## src/rtl/counter_nb_cascade_pkg.sv

```systemverilog
// Shared definitions for the cascadable N-bit mode counter.
// Mode encodings live here so the stepper, the top and any wrapper agree.
// No logic; types and a small helper only.
package counter_nb_cascade_pkg;

  typedef enum logic [1:0] {
    CNT_MODE_STEP = 2'b00,  // add STEP_BIG
    CNT_MODE_DEC  = 2'b01,  // subtract one
    CNT_MODE_INC  = 2'b10,  // add one
    CNT_MODE_LOAD = 2'b11   // parallel load from cnt_D
  } cnt_mode_e;

  // True for the three arithmetic modes, i.e. everything except a parallel load.
  function automatic logic is_count_mode(input logic [1:0] mode);
    return mode != CNT_MODE_LOAD;
  endfunction

endpackage

```

## src/rtl/counter_nb_stepper.sv

```systemverilog
// Combinational next-value generator for one counter stage.
// Latency 0: next_q/wrap_flag follow q and mode directly.
// No flow control; the caller decides whether next_q is taken.
module counter_nb_stepper
  import counter_nb_cascade_pkg::*;
#(
  parameter int WIDTH    = 4,
  parameter int STEP_BIG = 3,
  parameter int SATURATE = 0
) (
  input  logic [WIDTH-1:0] q,
  input  logic [1:0]       mode,
  output logic [WIDTH-1:0] next_q,
  output logic             wrap_flag
);

  // One extra bit so the carry out of the top bit is visible as overflow.
  localparam logic [WIDTH:0] STEP_EXT = (WIDTH+1)'(STEP_BIG);
  localparam logic [WIDTH:0] ONE_EXT  = (WIDTH+1)'(1);

  logic [WIDTH:0] sum;
  logic           ovf;
  logic           udf;

  // Widened arithmetic per mode, then wrap or clamp the result.
  always_comb begin
    sum = {1'b0, q};
    ovf = 1'b0;
    udf = 1'b0;
    case (cnt_mode_e'(mode))
      CNT_MODE_STEP: begin
        sum = {1'b0, q} + STEP_EXT;
        ovf = sum[WIDTH];
      end
      CNT_MODE_INC: begin
        sum = {1'b0, q} + ONE_EXT;
        ovf = sum[WIDTH];
      end
      CNT_MODE_DEC: begin
        sum = {1'b0, q} - ONE_EXT;
        udf = (q == '0);
      end
      default: begin
        sum = {1'b0, q};
      end
    endcase

    wrap_flag = ovf | udf;

    if ((SATURATE != 0) && ovf) begin
      next_q = '1;
    end else if ((SATURATE != 0) && udf) begin
      next_q = '0;
    end else begin
      next_q = sum[WIDTH-1:0];
    end
  end

endmodule

```

## src/rtl/counter_nb_cascade.sv

```systemverilog
// Cascadable N-bit up/down/step/load counter with wrap or saturate.
// Latency 1 cycle from inputs to cnt_Q/cnt_load/cnt_rco; cnt_co is combinational.
// No backpressure; cnt_ci=0 freezes the count, cnt_co feeds the next stage's cnt_ci.
module counter_nb_cascade
  import counter_nb_cascade_pkg::*;
#(
  parameter int WIDTH    = 4,
  parameter int STEP_BIG = 3,
  parameter int SATURATE = 0
) (
  input  logic             cnt_clk,
  input  logic             cnt_reset,
  input  logic             cnt_enable,
  input  logic             cnt_ci,
  input  logic [1:0]       cnt_mode,
  input  logic [WIDTH-1:0] cnt_D,
  output logic [WIDTH-1:0] cnt_Q,
  output logic             cnt_load,
  output logic             cnt_rco,
  output logic             cnt_co
);

  // A clamped stage never passes a carry upward.
  localparam logic CO_ALLOWED = (SATURATE == 0);

  logic [WIDTH-1:0] next_q;
  logic             wrap_flag;

  counter_nb_stepper #(
    .WIDTH    (WIDTH),
    .STEP_BIG (STEP_BIG),
    .SATURATE (SATURATE)
  ) u_stepper (
    .q         (cnt_Q),
    .mode      (cnt_mode),
    .next_q    (next_q),
    .wrap_flag (wrap_flag)
  );

  // Look-ahead carry: asserted when this edge will wrap, so the next stage steps on the same edge.
  assign cnt_co = CO_ALLOWED & cnt_reset & cnt_enable & cnt_ci
                & is_count_mode(cnt_mode) & wrap_flag;

  // Count/load/rco registers; priority is reset, disable, load, ci gating, count.
  always_ff @(posedge cnt_clk or negedge cnt_reset) begin
    if (!cnt_reset) begin
      cnt_Q    <= '0;
      cnt_load <= 1'b0;
      cnt_rco  <= 1'b0;
    end else if (!cnt_enable) begin
      cnt_Q    <= '0;
      cnt_load <= 1'b0;
      cnt_rco  <= 1'b0;
    end else if (!is_count_mode(cnt_mode)) begin
      cnt_Q    <= cnt_D;
      cnt_load <= 1'b1;
      cnt_rco  <= 1'b0;
    end else if (cnt_ci) begin
      cnt_Q    <= next_q;
      cnt_load <= 1'b0;
      cnt_rco  <= wrap_flag;
    end else begin
      cnt_load <= 1'b0;
      cnt_rco  <= 1'b0;
    end
  end

endmodule

```

## config.mk

```make
export PLATFORM = sky130hd
export DESIGN_NAME = counter_nb_cascade
export DESIGN_NICKNAME = d
export VERILOG_FILES = /design/src/rtl/counter_nb_cascade_pkg.sv /design/src/rtl/counter_nb_stepper.sv /design/src/rtl/counter_nb_cascade.sv
export SDC_FILE = /design/constraint.sdc
export NUM_CORES = 1
export LEC_CHECK = 0
export BUFFER_PORTS_ARGS = -buffer_cell sky130_fd_sc_hd__clkbuf_2
export CORE_AREA = 3 3 40 42
export CTS_CLUSTER_DIAMETER = 30
export DETAILED_ROUTE_END_ITERATION = 7
export DIE_AREA = 0 0 43 45
export HOLD_SLACK_MARGIN = 0.08
export PLACE_DENSITY_LB_ADDON = 0.08
export SLEW_MARGIN = 20
export SYNTH_ARGS = -nofsm -noshare
export SYNTH_HDL_FRONTEND = slang
export SYNTH_HIERARCHICAL = 1
export SYNTH_SLANG_ARGS = --single-unit
```

## constraint.sdc

```tcl
create_clock -name cnt_clk -period 1.46 [get_ports cnt_clk]
set_input_delay 0.073 -clock cnt_clk [delete_from_list [all_inputs] [get_ports cnt_clk]]
set_output_delay 0.073 -clock cnt_clk [all_outputs]
set_load 0.03 [all_outputs]
```

* Yosys cells after proc, flatten, opt, wreduce, memory -nomap -nowiden
Index checks and enable logic that the tools add are counted.
Widths: inputs -> output; s select.
** Word-level totals
- Register bits :: 6
- Output and inout port bits :: 7
- Word-level logic and storage cells :: 30
** Cells by class
- Add/sub/neg operators :: 3
- Eq/ne operators :: 5
- Mux-type cells :: 11
- Bitwise operators :: 5
- Reductions and logical operators :: 3
** Operator list (number)
- $mux 4 :: 3
- $pmux 4 s3 :: 1
- $mux 1 :: 6
- $add 4x1->5 const B :: 1
- $add 4x2->5 const B :: 1
- $ne 5x2->1 const B :: 1
- $and 1x1->1 :: 4
- $logic_not 4->1 :: 1
- $sub 4x1->4 const B :: 1
- $ne 3x3->1 const B :: 1
- $eq 2x1->1 const B :: 1
- $eq 2x2->1 const B :: 1
- $logic_not 2->1 :: 1
- $ne 2x2->1 const B :: 1
- $pmux 1 s2 :: 1
- $reduce_and 2->1 :: 1
- $or 1x1->1 :: 1

* Logic depth before layout (Yosys ltp)
Gate-level depths: netlist of run 1.
- Depth after elaboration :: 6
- Gate-level depth with buffers :: 7
- Depth with buffers taken out :: 7

* Modules after synthesis
The synthesis of run 1 kept the hierarchy.
** Modules (own cells, without submodules)
- counter_nb_cascade :: instances 1, cells each 25, area an instance 299.0 um^2, sequential area each 150.1 um^2
- counter_nb_stepper :: instances 1, cells each 30, area an instance 235.2 um^2, sequential area each 0.0 um^2

* Least setup slack after synthesis of run 1
No wires, ideal clock.
- Path type :: flip-flop to flip-flop
- Start :: register cnt_Q[0]
- End :: register cnt_Q[2]
- Setup time :: 94 ps
- Arrival time :: 1700 ps
- Required time :: 1366 ps
- Slack :: -334 ps
- Cell stages (with the launch flop) :: 8
- Path buffers :: 0
- Cell sequence :: dfrtp_1 > inv_1 > ha_1 > xor2_1 > o22ai_1 > xor2_1 > mux2i_1 > a211oi_1
** On the way
- Longest elaborated chain between the ends :: 5
** RTL lines
- from (decl) :: RTL line counter_nb_cascade.sv:17 : output logic [WIDTH-1:0] cnt_Q,
- from (signal assigned) :: RTL line counter_nb_cascade.sv:55 : cnt_Q <= cnt_D;
- from (signal assigned) :: RTL line counter_nb_cascade.sv:59 : cnt_Q <= next_q;
- $sub 4x1->4 (tied with other cells) :: RTL line counter_nb_stepper.sv:40 : sum = {1'b0, q} - ONE_EXT;
- $pmux 4 s3 (*) :: RTL line counter_nb_stepper.sv:30 : case (cnt_mode_e'(mode))
- net next_q[2] :: RTL line counter_nb_cascade.sv:26 : logic [WIDTH-1:0] next_q;
- $mux 4 (*) :: RTL line counter_nb_cascade.sv:58 : end else if (cnt_ci) begin
- $mux 4 (*) :: RTL line counter_nb_cascade.sv:54 : end else if (!is_count_mode(cnt_mode)) begin
- $mux 4 (*) :: RTL line counter_nb_cascade.sv:50 : end else if (!cnt_enable) begin
Mark *: on every way through the listed nets, which the timed path passes. The rest lies on a longest branch. The select of a mux whose other input is x is not followed.
A chain may end at the register's enable or synchronous reset.

* Final worst setup path of run 1
Ends and elaborated chain as after synthesis.

==> run metrics, run 1 <==
row cnt 13; worst hold path type input pin to flip-flop; leakage 0.3790 nW; reg-to-reg startpoint cnt_Q[0]$_DFFE_PN0P_; placed instance count 87; Synth top area share 28.10%; Final Cycle Share 109.0%; failing checks negative setup slack; critical path startpoint cnt_Q[0]$_DFFE_PN0P_; CTS tree built; clock sink count 6; crit path setup slack, layout -0.1309 ns; H-tree Lvls 1; critical path depth 7; worst r2r path cells 7; CP max FO 3; final critical-path required period 1.591 ns; sequential share of the synthesized area 28.10%; vias in the first global route 517; post-DP HPWL 1027 um; FF+latch count, synth 6; Synth Instances 55; Adder-Cell Fraction of Synth Area 7.026%; GP Congestion 0.7091; # IOs 17; Setup crit end kind flip-flop; count of pins over their slew limit 0; # DRC 0; Initial Utilization 41.58%; GRT Overall Usage 15.90%; cts bufs inserted 3; dpl cell area 649.4 sq um; final core utilization 55.70%; Nets 93; final setup TNS -0.2513 ns; input/output buffers 16; Setup-failing EPs final 2; full die area 1935 sq um; worst path required time 1.61 ns; leading cell types in the layout, fill and taps excluded 15 x clkbuf_2, 7 x mux2i_1, 6 x buf_4, 5 x nand2_1; syn nets 68; Max VDD drop 495.1 uV; ratio of cells with drive above 1 in the final layout 44.30%; P&R area growth vs syn 33.96%; f_max 628.6 MHz; Worst-path clk slew 0.05 ns; proportion of synthesized area in mux cells 13.11%; synthesized area per cell 9.714 sq um; 1st-pass router iterations 4; Final Hold Fails 0; Worst Tran Pin Value 0.2671 ns; Finished Layout Cells 94; post-synthesis simple-gate area fraction 22.72%; complex-gate fraction of the synthesized area 15.69%; Synth cell types 24; largest family of logic cells by synthesized area simple AND/OR/NAND/NOR gates; Final Cell Area 715.7 sq um; Buf+Inv Stages, Crit Path 1; CTS Buffer Depth 2; max cap viols 0; most frequent CP cell xor2_1; WL/cell 14.61 um; CP max-delay cell dfrtp_2; slowest stage delay, CP 0.41 ns; RSZ-0062 raised after global routing yes; Arrival @ worst endpoint 1.74 ns; most common cell after layout, fill and taps aside clkbuf_2; top cell family by delay on the critical path compound AO/OA/AOI/OAI gates; outcome complete, but fails checks; largest net degree at the start of global routing 13; vias post-DR 503; vias per std cell 5.351; Layout Skew 0.001546 ns; Die X-Extent 43 um; first-pass GRT wire length 2214 um; FF-to-FF End cnt_Q[2]$_DFFE_PN0P_; worst-skew pair later-pin latency 0.25 ns; Core ar. 1285 sq um; CP Cell Sequence inv_4 > ha_4 > xor2_1 > o22ai_1 > xor2_1 > mux2i_1 > a211oi_1; CP endpoint cnt_Q[2]$_DFFE_PN0P_; relative slew slack 82.20%; Mapped Area 534.3 sq um; final wirelength 1373 um; top cells by area, synth dfrtp_1 28%, mux2i_1 13%, ha_1 7.0%; reg2reg setup slack -0.13 ns; die span in y 45 um; hold_ws 0.1565 ns; Post-Synth XOR/XNOR Area 4.918%; warnings from Yosys 6; initial DRC count 7; crit start category flip-flop; critical path class flip-flop to flip-flop; post-synth top area cell dfrtp_1; PwrDens 841.7 nW/um^2; Detail Route Antenna Nets 0; antenna violations before repair 0; Root Driver clkbuf_4; # diodes 0; Overflow after GRT 0
worst min path at each step:
stage          slack, ns       start  cells past startpoint              endpoint
2_1_floorplan      -0.22   cnt_reset                      0  cnt_Q[0]$_DFFE_PN0P_
3_3_place_gp       -0.08   cnt_reset                      1    cnt_load$_DFF_PN0_
3_5_place_dp       -0.08   cnt_reset                      1    cnt_load$_DFF_PN0_
4_1_cts             0.15  cnt_enable                      3    cnt_load$_DFF_PN0_
5_1_grt             0.15    cnt_D[0]                      3  cnt_Q[0]$_DFFE_PN0P_
6_report            0.16  cnt_enable                      3    cnt_load$_DFF_PN0_
logic make-up (layout without fill, tap and decap cells):
family | Yosys count | count (layout)
simple gates | 18 | 18
compound gates | 11 | 11
mux | 7 | 7
buf+inv | 7 | 31
flops | 6 | 6
fa+ha+maj | 3 | 3
xor+xnor | 3 | 3
final cells by class:
| cell class | instances | area (sq um) |
|---|---|---|
| flip-flops and latches | 6 | 153.9 |
| clock buffers | 4 | 26.28 |
| well taps | 15 | 18.77 |
| fillers | 131 | 569.3 |
| repair buffers | 23 | 143.9 |
| multi-input cells | 42 | 355.3 |
| inverters | 4 | 17.52 |
synth_stat cells:
cell,number
o211a_1,1
nand3_1,1
buf_4,1
nand3b_1,1
nand2_1,5
a21o_1,2
and3b_1,4
a211oi_1,4
dfrtp_1,6
buf_6,2
ha_1,3
and3_1,1
xor2_1,2
nor3b_4,1
inv_1,4
xnor2_1,1
a21oi_2,1
and4_1,1
o21bai_1,1
nor2_1,2
and2_1,1
or2b_1,1
mux2i_1,7
o22ai_1,2
repair_timing:
action,in CTS,in global routing
pin swaps,3,6
gates cloned,0,0
gates resized for setup,4,1
setup endpoints to repair,3,4
buffers inserted,1,1
hold buffers,1,0
endpoints found under the hold margin,6,0
metrics by stage:
step           power (mW)  setup WS, ns
2_1_floorplan      0.3458      -0.09347
3_3_place_gp       0.4094       0.01176
3_5_place_dp       0.4140      -0.05024
4_1_cts            0.6014       -0.1222
5_1_grt            0.6506       -0.2547
6_report           0.6024       -0.1309
where the power goes:
| part | total (mW) | internal, mW | switching (mW) | leakage, nW |
|---|---|---|---|---|
| clock | 0.176 | 0.104 | 0.0716 | 0.0150 |
| combinational | 0.227 | 0.104 | 0.124 | 0.289 |
| sequential | 0.199 | 0.181 | 0.0178 | 0.0754 |
| total | 0.602 | 0.389 | 0.213 | 0.379 |
worst reg2reg max path, cell delays in order (launching register included):
cell and delay (ns):
dfrtp_2 0.41, inv_4 0.06, ha_4 0.16, xor2_1 0.14
o22ai_1 0.23, xor2_1 0.17, mux2i_1 0.10, a211oi_1 0.22
flip-flops by register name, summed over array words and instances (netlist names):
register  cells
cnt_Q         4
cnt_load      1
cnt_rco       1
layer usage:
metal / track usage (%) / part of all wire, % / up-vias
li1: - / - / 243
met1: 19.07 / 42 / 233
met2: 25.75 / 50 / 23
met3: 2.789 / 5.7 / 4
met4: 11.45 / 2.0 / 0
met5: 0 / 0 / -
Note: power is estimated with default switching activity, not from simulation.
==> inputs of run 2 (changes only) <==
--- a/config.mk
+++ b/config.mk
@@ -5,13 +5,14 @@
 export SDC_FILE = /design/constraint.sdc
 export NUM_CORES = 1
 export LEC_CHECK = 0
-export BUFFER_PORTS_ARGS = -buffer_cell sky130_fd_sc_hd__clkbuf_2
 export CORE_AREA = 3 3 40 42
 export CTS_CLUSTER_DIAMETER = 30
 export DETAILED_ROUTE_END_ITERATION = 7
 export DIE_AREA = 0 0 43 45
+export DONT_BUFFER_PORTS = 1
 export HOLD_SLACK_MARGIN = 0.08
 export PLACE_DENSITY_LB_ADDON = 0.08
+export SETUP_SLACK_MARGIN = 0.4
 export SLEW_MARGIN = 20
 export SYNTH_ARGS = -nofsm -noshare
 export SYNTH_HDL_FRONTEND = slang
==> run 2 against run 1 <==
The run still ends with negative setup slack left; final cell count is 5.3% lower; worst hold slack worse by 0.067 ns; routed wire length is 0.29% higher; core utilization is 6.5 points higher; final area is 12% higher; non-clock buffer count is 5 lower; clock power is 2% lower; critical path depth is 2 lower; critical endpoint is now cnt_co; largest power group unchanged; highest routed layer is now met3.
==> run metrics, run 2 (synthesis gave the netlist of run 1 again) <==
WL/cell 15.47 um (+5.9%); Sw Pwr 0.2183 mW (+2.4%); critical path class flip-flop to output pin; worst hold path type input pin to flip-flop; placed instance count 73 (-16%); initial DRC count 8 (+1); reg-to-reg startpoint cnt_Q[0]$_DFFE_PN0P_; # IOs 17 (unchanged); most common cell after layout, fill and taps aside dlygate4sd3_1; Core ar. 1285 sq um (unchanged); Die X-Extent 43 um (unchanged); Top reg by flops cnt_Q; CP max FO 3 (unchanged); Worst Tran Pin Value 0.3030 ns (+0.03593 ns); crit start category flip-flop; multi-input logic area 407.9 sq um (+15%); GP Congestion 0.8112 (+14%); Nets 88 (-5.4%); CP endpoint cnt_co; # DRC 0 (unchanged); Final Hold Fails 0 (unchanged); fillcell total 109 (-17%); GRT Overall Usage 15.73% (-0.17 points); clock share of power 26.7% (-2.5 points); Worst-path clk slew 0.05 ns (about the same); PwrDens 805.0 nW/um^2 (-4.4%); vias post-DR 489 (-2.8%); leakage 0.3731 nW (-1.5%); max cap viols 0 (unchanged); input/output buffers 0 (-16); Initial Utilization 41.58% (unchanged); first-pass GRT wire length 2166 um (-2.2%); Finished Layout Cells 89 (-5.3%); Root Driver clkbuf_4; clock sink count 6 (unchanged); Final Cell Area 799.5 sq um (+12%); f_max 643.7 MHz (+2.4%); dpl cell area 585.6 sq um (-9.8%); H-tree Lvls 1 (unchanged); # diodes 0 (unchanged); Max VDD drop 607.5 uV (+23%); Largest register FFs 4 (unchanged); critical path startpoint cnt_Q[0]$_DFFE_PN0P_; final wirelength 1377 um (+0.29%); vias per std cell 5.494 (+2.7%); CTS tree built; final core utilization 62.22% (+6.5 points); full die area 1935 sq um (unchanged); final setup TNS -0.1231 ns (+0.1282 ns); crit path setup slack, layout -0.09357 ns (+0.03731 ns); relative slew slack 79.73% (-2.5 points); row cnt 13 (unchanged); worst path required time 1.39 ns (-0.22 ns); Final Cycle Share 106.4% (-2.6 points); FF-to-FF End cnt_Q[2]$_DFFE_PN0P_; count of pins over their slew limit 0 (unchanged); share of total power in sequential cells 31.1% (-2.0 points); Seq. cell area 153.9 sq um (unchanged); worst-skew pair later-pin latency 0.25 ns (about the same); antenna violations before repair 0 (unchanged); Setup crit end kind output pin; reg2reg setup slack -0.03 ns (+0.10 ns); final critical-path required period 1.554 ns (-0.03731 ns); power share of the combinational group 42.2% (+4.4 points); ratio of cells with drive above 1 in the final layout 41.89% (-2.4 points); leading cell types in the layout, fill and taps excluded 7 x dlygate4sd3_1, 6 x mux2i_1, 6 x buf_6, 5 x nand2_1, 5 x buf_4; Largest regs cnt_Q (4), cnt_load (1), cnt_rco (1); Overflow after GRT 0 (unchanged); outcome complete, but fails checks; Layout Skew 0.002575 ns (+0.001029 ns); CTS Buffer Depth 2 (unchanged); worst r2r path cells 7 (unchanged); 1st-pass router iterations 3 (-1); Setup-failing EPs final 2 (unchanged); die span in y 45 um (unchanged); sw frac 33.92% (-1.5 points); Arrival @ worst endpoint 1.48 ns (-0.26 ns); P&R area growth vs syn 49.65%; hold_ws 0.08952 ns (-0.06702 ns); internal power 0.4253 mW (+9.2%); cts bufs inserted 3 (unchanged); vias in the first global route 536 (+3.7%); RSZ-0062 raised after global routing yes; failing checks negative setup slack; largest net degree at the start of global routing 9 (-4); post-DP HPWL 930.3 um (-9.4%); Detail Route Antenna Nets 0 (unchanged)
## run 2: worst min-delay path by stage
stage / endpoint / startpoint / slack [ns] / cells after the start
detailed placement: cnt_Q[2]$_DFFE_PN0P_ / cnt_reset / -0.22 / 0
global route: cnt_Q[3]$_DFFE_PN0P_ / cnt_ci / 0.08 / 2
floorplan: cnt_Q[0]$_DFFE_PN0P_ / cnt_reset / -0.22 / 0
CTS: cnt_Q[3]$_DFFE_PN0P_ / cnt_ci / 0.09 / 2
finish: cnt_Q[3]$_DFFE_PN0P_ / cnt_ci / 0.09 / 2
global placement: cnt_Q[0]$_DFFE_PN0P_ / cnt_reset / -0.22 / 0
## run 2: routing by layer
layer	vias up	track usage [%]	wire length, um
li1	236	-	-
met1	236	13.94	523
met2	17	29.64	752
met3	0	6.773	102
met4	0	9.036	0
met5	-	0	0
## run 2: worst max-delay path: stages, from the launching register on
cell and delay, ns:
dfrtp_2 0.43, buf_6 0.13, ha_4 0.15, mux2i_2 0.19, o22ai_2 0.11, and4_4 0.21
## run 2: power groups by stage
stage          registers (mW)  clock network, mW  logic, mW
4_1_cts                 0.201              0.182      0.247
6_report                0.200              0.172      0.272
3_5_place_dp            0.206                  0      0.178
5_1_grt                 0.202              0.194      0.290
3_3_place_gp            0.204                  0      0.173
2_1_floorplan           0.230                  0      0.116
## run 2: area by class of cell
cell class                 instances  share of cell area, %
timing repair buffer              18                  21.91
tap                               15                  2.347
sequential                         6                  19.25
multi-input combinational         42                  51.02
clock buffer                       4                  3.286
inverter                           4                  2.191
## run 2: stage by stage
step,setup WS (ns),total power [mW]
after floorplan,-0.09347,0.3461
after global placement,0.004399,0.3770
after detailed placement,-0.05756,0.3838
after CTS,-0.1017,0.6306
after global routing,-0.1314,0.6867
final,-0.09357,0.6436
## run 2: what timing repair did
action / in CTS / in global routing
pin swaps: 9 / 7
hold buffers: 7 / 0
endpoints found under the setup margin: 5 / 7
resized for setup: 13 / 6
endpoints found under the hold margin: 11 / 0
buffers inserted: 4 / 1
==> inputs of run 3 (changes only) <==
--- a/config.mk
+++ b/config.mk
@@ -5,10 +5,10 @@
 export SDC_FILE = /design/constraint.sdc
 export NUM_CORES = 1
 export LEC_CHECK = 0
-export CORE_AREA = 3 3 40 42
+export CORE_MARGIN = 3
+export CORE_UTILIZATION = 40
 export CTS_CLUSTER_DIAMETER = 30
 export DETAILED_ROUTE_END_ITERATION = 7
-export DIE_AREA = 0 0 43 45
 export DONT_BUFFER_PORTS = 1
 export HOLD_SLACK_MARGIN = 0.08
 export PLACE_DENSITY_LB_ADDON = 0.08
==> run 3 against run 2 <==
The flow still finishes with violations (negative setup slack); routed wire length down 3.0%; largest cell class unchanged; final area up 4.4%; total power up 2.8%; die area down 6.5%; combinational power up 6%; count of clock-buffer cells in the layout unchanged; final cell count up 3.4%; highest routed layer unchanged; setup slack better by 0.0030 ns; clock power about the same; non-clock buffer count up 4; core utilization up 9.0 points; first-iteration DRC count down 38%.
==> run metrics, run 3 (synthesis gave the netlist of run 1 again) <==
H-tree Lvls 1 (unchanged); worst hold path type input pin to flip-flop; Setup-failing EPs final 2 (unchanged); Final Hold Fails 0 (unchanged); Root Driver clkbuf_4; CP Cell Sequence inv_2 > ha_4 > xor2_1 > o22ai_1 > xor2_1 > mux2i_1 > a211oi_1; GRT Overall Usage 15.44% (-0.29 points); leading cell types in the layout, fill and taps excluded 11 x buf_6, 7 x dlygate4sd3_1, 6 x mux2i_1, 5 x nand2_1; Overflow after GRT 0 (unchanged); final wirelength 1336 um (-3.0%); initial DRC count 5 (-3); reg2reg setup slack -0.09 ns (-0.06 ns); slowest stage delay, CP 0.39 ns (-0.04 ns); antenna violations before repair 0 (unchanged); Die X-Extent 42.55 um (-1.1%); crit path setup slack, layout -0.09059 ns (+0.002977 ns); ratio of cells with drive above 1 in the final layout 42.31% (+0.42 points); most frequent CP cell xor2_1; # IOs 17 (unchanged); CTS tree built; Initial Utilization 45.62% (+4.0 points); Layout Skew 0.005740 ns (+0.003165 ns); cts bufs inserted 3 (unchanged); most common cell after layout, fill and taps aside buf_6; leakage 0.3964 nW (+6.2%); # diodes 0 (unchanged); PwrDens 792.4 nW/um^2 (-1.6%); vias post-DR 485 (-0.82%); worst path required time 1.61 ns (+0.22 ns); die span in y 42.55 um (-5.5%); Final Cycle Share 106.2% (-0.20 points); Worst-path clk slew 0.05 ns (about the same); count of pins over their slew limit 0 (unchanged); Worst Tran Pin Value 0.3087 ns (+0.005739 ns); final setup TNS -0.1606 ns (-0.03755 ns); CTS Buffer Depth 2 (unchanged); input/output buffers 0 (unchanged); hold_ws 0.1092 ns (+0.01964 ns); clock sink count 6 (unchanged); Largest regs cnt_Q (4), cnt_load (1), cnt_rco (1); relative slew slack 79.35% (-0.38 points); P&R area growth vs syn 56.21%; vias in the first global route 470 (-12%); f_max 644.9 MHz (+0.19%); # DRC 0 (unchanged); 1st-pass router iterations 2 (-1); first-pass GRT wire length 2090 um (-3.5%); row cnt 12 (-1); Arrival @ worst endpoint 1.70 ns (+0.22 ns); reg-to-reg startpoint cnt_Q[1]$_DFFE_PN0P_; CP max FO 3 (unchanged); max cap viols 0 (unchanged); vias per std cell 5.272 (-4.1%); outcome complete, but fails checks; crit start category flip-flop; WL/cell 14.52 um (-6.1%); Top reg by flops cnt_Q; CP max-delay cell dfrtp_2; full die area 1810 sq um (-6.5%); Max VDD drop 717.5 uV (+18%); Setup crit end kind flip-flop; fillcell total 87 (-20%); FF-to-FF End cnt_Q[2]$_DFFE_PN0P_; Hold Crit Depth 2 (unchanged); worst r2r path cells 7 (unchanged); critical path class flip-flop to flip-flop; final critical-path required period 1.551 ns (-0.002977 ns); Detail Route Antenna Nets 0 (unchanged); Core ar. 1171 sq um (-8.9%); RSZ-0062 raised after global routing yes; worst-skew pair later-pin latency 0.25 ns (about the same); GP Congestion 0.7573 (-6.6%); Hold EP cnt_Q[2]$_DFFE_PN0P_; Hold Startpoint cnt_D[2]; largest net degree at the start of global routing 10 (+1); Nets 92 (+4.5%); Largest register FFs 4 (unchanged); failing checks negative setup slack
[run 3: power breakdown]
group	internal, mW	switching [mW]	leakage (nW)	total (mW)
combinational	0.159	0.129	0.306	0.288
clock	0.104	0.0674	0.0150	0.171
sequential	0.181	0.0206	0.0754	0.202
[run 3: through the flow]
stage	setup slack [ns]	total power [mW]	std cells	instance area (sq um)	util (%)
finish	-0.09059	0.6613	92	834.6	71.26
CTS	-0.09488	0.6208	88	757.0	64.64
detailed placement	0.004354	0.3861	73	591.8	50.53
global route	-0.1221	0.7049	92	834.6	71.26
global placement	0.01969	0.3791	73	591.8	50.53
floorplan	-0.09347	0.3461	55	551.8	-
[run 3: layout make-up]
cell class              count  area, sq um  area share [%]
well taps                  14        17.52           2.099
multi-input cells          42        395.4           47.38
repair buffers             22        224.0           26.84
inverters                   4        17.52           2.099
clock buffers               4        26.28           3.148
flip-flops and latches      6        153.9           18.44
[run 3: worst max path at each step]
stage,startpoint,endpoint,depth (start not counted)
after floorplan,cnt_Q[0]$_DFFE_PN0P_,cnt_Q[2]$_DFFE_PN0P_,7
after global placement,cnt_Q[1]$_DFFE_PN0P_,cnt_Q[2]$_DFFE_PN0P_,7
after detailed placement,cnt_Q[1]$_DFFE_PN0P_,cnt_Q[2]$_DFFE_PN0P_,7
after CTS,cnt_Q[0]$_DFFE_PN0P_,cnt_co,6
after global routing,cnt_Q[1]$_DFFE_PN0P_,cnt_Q[2]$_DFFE_PN0P_,7
final,cnt_Q[1]$_DFFE_PN0P_,cnt_Q[2]$_DFFE_PN0P_,7
[run 3: worst max-delay path: cells and delay by family, from the launching register on]
family	cells	cell delay [ns]
muxes	1	0.09
AOI/OAI and AO/OA	2	0.45
adders and majority gates	1	0.16
buffers and inverters	1	0.06
DFF	1	0.39
xor gates and xnor gates	2	0.30
[run 3: what timing repair did]
action                                  CTS  global route
pin swaps                                 8             9
setup buffers                             4             4
endpoints found under the setup margin    6             8
hold endpoints to repair                 11             0
resized for setup                        10            11
gates cloned                              0             0
hold buffers                              7             0
[run 3: metal layers]
layer | vias up | wire (um) | share of wire (%) | track usage, %
li1 | 240 | - | - | -
met1 | 226 | 572 | 43 | 18.60
met2 | 19 | 676 | 51 | 24.62
met3 | 0 | 86 | 6.4 | 7.296
met4 | 0 | 0 | 0 | 3.727
met5 | - | 0 | 0 | 0
